`src/rtl/mvm_arbiter.sv`:
```
// Round-robin arbiter sharing one 3x3 matrix-vector datapath among 4 requesters.
// Optional MVM_ARB_STATS_EN adds a 16-bit count of successful jobs (job_count).
`timescale 1ns/1ps
module mvm_arbiter #(
    parameter int unsigned WAIT_MAX = 64
) (
    input  logic         clk,
    input  logic         reset,
    input  logic [3:0]   req,
    input  logic [287:0] req_a,
    input  logic [95:0]  req_x,
    output logic [3:0]   gnt,
    output logic         dp_start,
    output logic [71:0]  dp_a,
    output logic [23:0]  dp_x,
    input  logic         dp_done,
    input  logic [47:0]  dp_y,
    output logic [3:0]   rsp_valid,
    output logic [47:0]  rsp_y,
    output logic         rsp_err,
    input  logic [3:0]   rsp_ready,
`ifdef MVM_ARB_STATS_EN
    output logic [15:0]  job_count,
`endif
    output logic         arb_busy
);

    typedef enum logic [2:0] {
        IDLE  = 3'd0,
        GRANT = 3'd1,
        START = 3'd2,
        WAIT  = 3'd3,
        RESP  = 3'd4
    } state_e;

    state_e      state_q, state_d;
    logic [1:0]  owner_q, owner_d;
    logic [1:0]  ptr_q, ptr_d;
    logic [7:0]  cnt_q, cnt_d;
    logic [71:0] dp_a_q, dp_a_d;
    logic [23:0] dp_x_q, dp_x_d;
    logic [47:0] rsp_y_q, rsp_y_d;
    logic        rsp_err_q, rsp_err_d;
    logic        timeout;
    logic        ack;

    // Lowest offset from the pointer wins, so scan offsets downward.
    function automatic logic [1:0] rr_pick(input logic [3:0] r,
                                           input logic [1:0] p);
        logic [1:0] idx;
        rr_pick = p;
        for (int i = 3; i >= 0; i--) begin
            idx = p + 2'(i);
            if (r[idx]) rr_pick = idx;
        end
    endfunction

    assign timeout = (cnt_q == 8'(WAIT_MAX - 1));
    assign ack     = rsp_ready[owner_q];

    always_ff @(posedge clk or posedge reset) begin
        if (reset) begin
            state_q   <= IDLE;
            owner_q   <= '0;
            ptr_q     <= '0;
            cnt_q     <= '0;
            dp_a_q    <= '0;
            dp_x_q    <= '0;
            rsp_y_q   <= '0;
            rsp_err_q <= 1'b0;
        end else begin
            state_q   <= state_d;
            owner_q   <= owner_d;
            ptr_q     <= ptr_d;
            cnt_q     <= cnt_d;
            dp_a_q    <= dp_a_d;
            dp_x_q    <= dp_x_d;
            rsp_y_q   <= rsp_y_d;
            rsp_err_q <= rsp_err_d;
        end
    end

    always_comb begin
        state_d   = state_q;
        owner_d   = owner_q;
        ptr_d     = ptr_q;
        cnt_d     = cnt_q;
        dp_a_d    = dp_a_q;
        dp_x_d    = dp_x_q;
        rsp_y_d   = rsp_y_q;
        rsp_err_d = rsp_err_q;
        unique case (state_q)
            IDLE: begin
                if (|req) begin
                    owner_d = rr_pick(req, ptr_q);
                    state_d = GRANT;
                end
            end
            GRANT: begin
                dp_a_d  = req_a[72*owner_q +: 72];
                dp_x_d  = req_x[24*owner_q +: 24];
                state_d = START;
            end
            START: begin
                cnt_d   = '0;
                state_d = WAIT;
            end
            WAIT: begin
                // Completion takes priority over a coincident timeout.
                if (dp_done) begin
                    rsp_y_d   = dp_y;
                    rsp_err_d = 1'b0;
                    state_d   = RESP;
                end else if (timeout) begin
                    rsp_y_d   = '0;
                    rsp_err_d = 1'b1;
                    state_d   = RESP;
                end else begin
                    cnt_d = cnt_q + 8'd1;
                end
            end
            RESP: begin
                if (ack) begin
                    ptr_d   = owner_q + 2'd1;
                    state_d = IDLE;
                end
            end
            default: state_d = IDLE;
        endcase
    end

    always_comb begin
        gnt       = '0;
        rsp_valid = '0;
        dp_start  = (state_q == START);
        arb_busy  = (state_q != IDLE);
        if (state_q == GRANT) gnt = 4'b0001 << owner_q;
        if (state_q == RESP)  rsp_valid = 4'b0001 << owner_q;
    end

    assign dp_a    = dp_a_q;
    assign dp_x    = dp_x_q;
    assign rsp_y   = rsp_y_q;
    assign rsp_err = rsp_err_q;

`ifdef MVM_ARB_STATS_EN
    logic [15:0] job_cnt_q;

    always_ff @(posedge clk or posedge reset) begin
        if (reset) begin
            job_cnt_q <= '0;
        end else if (state_q == RESP && ack && !rsp_err_q) begin
            job_cnt_q <= job_cnt_q + 16'd1;
        end
    end

    assign job_count = job_cnt_q;
`endif

endmodule
```
`config.mk`:
```
export PLATFORM = sky130hd
export DESIGN_NAME = mvm_arbiter
export DESIGN_NICKNAME = d
export VERILOG_FILES = /design/src/rtl/mvm_arbiter.sv
export SDC_FILE = /design/constraint.sdc
export NUM_CORES = 1
export LEC_CHECK = 0
export ABC_AREA = 0
export BUFFER_PORTS_ARGS = -buffer_cell sky130_fd_sc_hd__buf_2
export CORE_AREA = 5 5 227 229
export CTS_CLUSTER_DIAMETER = 100
export DETAILED_ROUTE_END_ITERATION = 8
export DIE_AREA = 0 0 232 234
export PLACE_DENSITY_LB_ADDON = 0.25
export SLEW_MARGIN = 15
export SYNTH_ARGS = -nofsm -noshare
export SYNTH_HDL_FRONTEND = slang
export SYNTH_SLANG_ARGS = --single-unit
```
`constraint.sdc`:
```
create_clock -name clk -period 4.6 [get_ports clk]
set_input_delay 0 -clock clk [delete_from_list [all_inputs] [get_ports clk]]
set_output_delay 0 -clock clk [all_outputs]
set_load 0.05 [all_outputs]
```
**Word-level counts from Yosys, hierarchy flattened**

Index checks and enable logic that the tools add are counted.

- Shift-type cells: 3
- Reduce and logical (&&, ||, !) cells: 10
- Equal/unequal tests: 10
- $add $sub $neg: 5
- Multiplexer cells: 28
- $mul: 2
- $lt $le $gt $ge: 5

Operators with widths:

| cell | count |
|---|---|
| indexed part select 288 x 10 -> 72 bit | 1 |
| 2-to-1 mux 48 bit | 2 |
| indexed part select 96 x 8 -> 24 bit | 1 |
| 2-to-1 mux 8 bit | 2 |
| case mux 8 bit (2 select lines) | 1 |
| less-than comparator 2 x 3 -> 1 bit (second input constant) | 5 |
| case mux 3 bit (5 select lines) | 1 |
| 2-to-1 mux 3 bit | 4 |
| binary-select mux 1 bit (select 2 bit) | 5 |
| adder 8 x 1 -> 8 bit (second input constant) | 1 |
| == test 8 x 6 -> 1 bit (second input constant) | 1 |
| 2-to-1 mux 2 bit | 4 |
| 2-to-1 mux 4 bit | 2 |
| inequality test 2 bit (second input constant) | 4 |
| 2-to-1 mux 1 bit | 7 |
| == test 3 x 2 -> 1 bit (second input constant) | 2 |
| multiplier 4 x 2 -> 6 bit (first input constant) | 1 |
| AND reduction 2 bit | 3 |
| AND reduction 3 bit | 2 |
| adder 2 x 1 -> 2 bit (second input constant) | 2 |
| adder 2 bit (second input constant) | 2 |
| multiplier 2 x 2 -> 4 bit (first input constant) | 1 |
| nonzero test 2 bit | 2 |
| OR reduction 4 bit | 1 |
| 6 further kinds | 6 |

- Output and inout bits: 155
- Bits in registers: 160
- Input bits: 443
- Logic and storage cells: 71

**Depth between registers and ports, before layout**

- Depth after elaboration: 7
- Mapped depth: 6
- Depth with buffers taken out: 5

**Worst setup path before layout**

No wires, ideal clock.

- Path type: reg-to-reg
- From: register cnt_q[0]
- To: register cnt_q[7]
- Setup time: 0.083 ns
- Data required time: 4.517 ns
- Stages on the path, launching flop included: 7
- Setup slack: 2.789 ns
- Arrival time: 1.728 ns
- Path buffers: 1
- Period minus slack after synthesis: 1.811 ns
- Cells stage by stage: dfrtp_1 > ha_1 > and4bb_4 > and3_4 > buf_6 > or4_1 > a21oi_1

- Word-level cells in the longest chain between the ends: 4
- Elaborated cells on any way between the ends: 7
- Classes of those cells: add/sub (1); eq/ne (2); mux (3); reduce/logical (1)

RTL lines:

| item | line | RTL |
|---|---|---|
| from (decl) | 39 | `logic [7:0] cnt_q, cnt_d;` |
| from (signal assigned) | 75 | `cnt_q <= cnt_d;` |
| adder 8 x 1 -> 8 bit | 119 | `cnt_d = cnt_q + 8'd1;` |
| 2-to-1 mux 8 bit | 114 | `end else if (timeout) begin` |
| 2-to-1 mux 8 bit | 110 | `if (dp_done) begin` |
| case mux 8 bit (2 select lines) | 92 | `unique case (state_q)` |

Parallel ways exist; a longest one is shown, timed or not. The select of a mux whose other input is x is not followed.
A chain may end at the register's enable or synchronous reset.

**Final worst setup path**

- From: register owner_q[1]
- To: register dp_a_q[40] (netlist: dp_a[40])

- Word-level cells in the longest chain between the ends: 2

RTL lines:

| item | line | RTL |
|---|---|---|
| from (decl) | 37 | `logic [1:0] owner_q, owner_d;` |
| from (signal assigned) | 73 | `owner_q <= owner_d;` |
| multiplier 4 x 2 -> 6 bit | 100 | `dp_a_d = req_a[72*owner_q +: 72];` |
| indexed part select 288 x 10 -> 72 bit | 100 |  |
| to (signal assigned) | 76 | `dp_a_q <= dp_a_d;` |
| to (decl) | 40 | `logic [71:0] dp_a_q, dp_a_d;` |

No other way between the ends.

==> flow_summary.ini <==
[min_path]
hp-class = primary input to register

[floorplanning]
io_pins = 598
initial_core_util_pct = 17.32
die-area_um2 = 54290
die_w_um = 232
rows = 82
core_area_um2 = 49450
die_h_um = 234

[timing]
rsz0062_at_grt = false
setup_viol = 0
tns_ns = 0
fin_crit_ns = 2.748
finalHoldViolations = 0
whs_ns = 0.1387
fin_crit_sh_pct = 59.74
clock.fmax_mhz = 363.9
slew_viol_final = 0
final.setup_skew_ns = 0.01408
maxSlewHeadroom_pct = 33.90
worst_slew_pin_slew_ns = 0.9915

[synthesis]
synth-xor-area-share_pct = 0
synth.distinct_cells = 43
synth-simple-area-share_pct = 3.666
yosysSeqAreaShare_pct = 46.74
synthAdderAreaFrac_pct = 0.7304
avgSynthCellArea_um2 = 15.72
synth_compound_area_share_pct = 7.026
synthTopCellsByArea = dfrtp_1 (47%), mux4_2 (26%), mux2_2 (13%)
synth_warnings = 0
ys_seq_elements = 160
ys_dominant_reg_cell = dfrtp_1
syn_area_um2 = 8566
synth_area_leader_cell = dfrtp_1
muxShareOfSynthArea_pct = 38.74
yosysTopAreaCellShare_pct = 46.74
synth_edf_count = 0
synth_top_family_by_area = multiplexers
synth_fp_nets = 993
async_reset_ff_share_pct = 100.0
netlist_instances = 545

[setup_path]
startpoint_type = register
crit_path_start = owner_q[1]
worst_setup_path_end_kind = register
cp_data_arrival_time_ns = 3.10
cp.required_ns = 4.95
crit_slowest_cell = dfrtp_4
cp-endpoint = dp_a[40]
path_class = register to register
crit_path_max_incr_delay_ns = 0.86
reg2reg_depth = 4
cp_cell_sequence = buf_4 > mux4_2 > dlygate4sd3_1 > mux2_2
crit_fanout = 47
r2r_start = owner_q[1]
cp.depth = 4
critPathTopFamily = buffers and inverters
r2r_setup_slack_ns = 1.85
worstReg2RegEnd = dp_a[40]
path_buf_inv = 2

[routing]
routed_wl_mm = 35.75
final_antenna_net_count = 0
post_drt_via_cell_ratio = 4.090
initialDrtViolationCount = 273
drtPass1Iterations = 4
wl_per_cell_um = 17.36
drc_errors = 0
vias = 8421

[grt]
grt_pass1_wl_mm = 53.21
overflow = 0
track_usage_pct = 12.74
antenna_found_initial = 4
grt_pass1_vias = 9438
grt_max_degree = 102

[placement]
numPortBuffers = 597
dpl.hpwl_mm = 26.91
place_congestion = 0.8318

[layout]
fin_nets = 1821
fillers = 5058
final_common_cell = buf_2
syn_to_final_growth_pct = 79.35
layout_common_cells = buf_2 (597), dlygate4sd3_1 (251), dfrtp_1 (158)
layout-drive-gt1-share_pct = 60.51

[cts]
numCtsBuffers = 17
htree_levels = 4
clk-insertion-delay-late_ns = 0.47
post_cts_buffers = 0
cts.reportedPaths.clkPinSlew_ns = 0.07
cts.path.max_buffers = 2
cts_tree = built
cts_sinks = 160
cts_root_buf = clkbuf_16

[pwr]
p_leak_nw = 7.105
ir_drop_mv = 0.3624
power_density_nw_per_um2 = 700.3

[job]
cap_violations = 0

[status]
status = finished, final reports clean
## what timing repair did
action                                 CTS  global route
gates resized for setup                  0             0
hold buffers                           251             0
endpoints found under the hold margin  219             0
## cell usage after synthesis, types with 2 or more instances
| cell | number |
|---|---|
| a21oi_1 | 10 |
| a22o_1 | 49 |
| and2_1 | 8 |
| and3_1 | 2 |
| and3_4 | 2 |
| buf_2 | 29 |
| buf_6 | 3 |
| clkbuf_1 | 13 |
| dfrtp_1 | 160 |
| ha_1 | 5 |
| inv_1 | 8 |
| mux2_2 | 98 |
| mux2i_1 | 3 |
| mux4_2 | 97 |
| nand2_1 | 11 |
| nand2b_1 | 5 |
| nand3_1 | 3 |
| nand4_1 | 2 |
| nor2_1 | 6 |
| nor3b_1 | 3 |
| o21a_1 | 2 |
| o21ai_0 | 3 |
| o31ai_1 | 2 |
| or4_1 | 2 |
## report_power, final
group          switching, W  internal (W)
sequential         0.000489       0.00211
clock              0.000631      0.000814
combinational       0.00393       0.00279
total               0.00505       0.00571
## sequential cells by signal (all words and copies together) (netlist names)
signal / flops
dp_x: 24
state_q: 3
dp_a: 72
cnt_q: 8
owner_q: 2
rsp_y: 48
ptr_q: 2
rsp_err: 1
## metal layers
metal | global-route usage, % | vias to the layer above | wire (µm)
met5 | 0 | - | 13
met4 | 4.967 | 2 | 885
met3 | 4.746 | 48 | 3039
met2 | 22.48 | 383 | 18620
met1 | 13.97 | 4151 | 13190
li1 | - | 3837 | -
## logic make-up after synthesis
group                    after synthesis
buffers and inverters                 54
adder cells (fa/ha/maj)                5
AND/OR/NAND/NOR                       52
flip-flops                           160
multiplexers                         198
AO/OA/AOI/OAI                         76
## worst min-delay path, delay by kind of cell
family          cells  cell delay, ns
mux                 1            0.25
simple gates        2            0.17
buf+inv             1            0.07
compound gates      1            0.07
## worst min-delay path by stage
stage	depth (start not counted)	endpoint	slack [ns]	startpoint
floorplan	1	rsp_y[0]	0.13	dp_y[0]
global route	5	ptr_q[0]	0.17	rsp_ready[2]
CTS	5	ptr_q[0]	0.07	rsp_ready[2]
detailed placement	2	rsp_y[11]	0.15	reset
global placement	2	rsp_y[11]	0.16	reset
finish	5	ptr_q[0]	0.14	rsp_ready[2]
## per-stage QoR
step	cell area (µm²)	cells	total power, W	setup WS, ns	util, %
final	15360	2059	0.01076	1.852	31.06
after global routing	15360	2059	0.01139	1.706	31.06
after CTS	15360	2057	0.01093	1.824	31.05
after detailed placement	12270	1775	0.008706	2.394	24.81
after global placement	12270	1775	0.008683	2.414	24.81
after floorplan	8566	545	0.007184	0.2801	-
## cell type report
| type | instances | area, µm² | area share, % |
|---|---|---|---|
| antenna | 2 | 5.005 | 0.03258 |
| clock buffer | 20 | 446.7 | 2.908 |
| clock inverter | 11 | 130.1 | 0.8470 |
| inverter | 8 | 35.03 | 0.2281 |
| multi-input combinational | 331 | 4303 | 28.01 |
| sequential | 160 | 4011 | 26.11 |
| tap | 672 | 840.8 | 5.473 |
| timing repair buffer | 855 | 5590 | 36.39 |
Power figures use the tool's default switching activity.
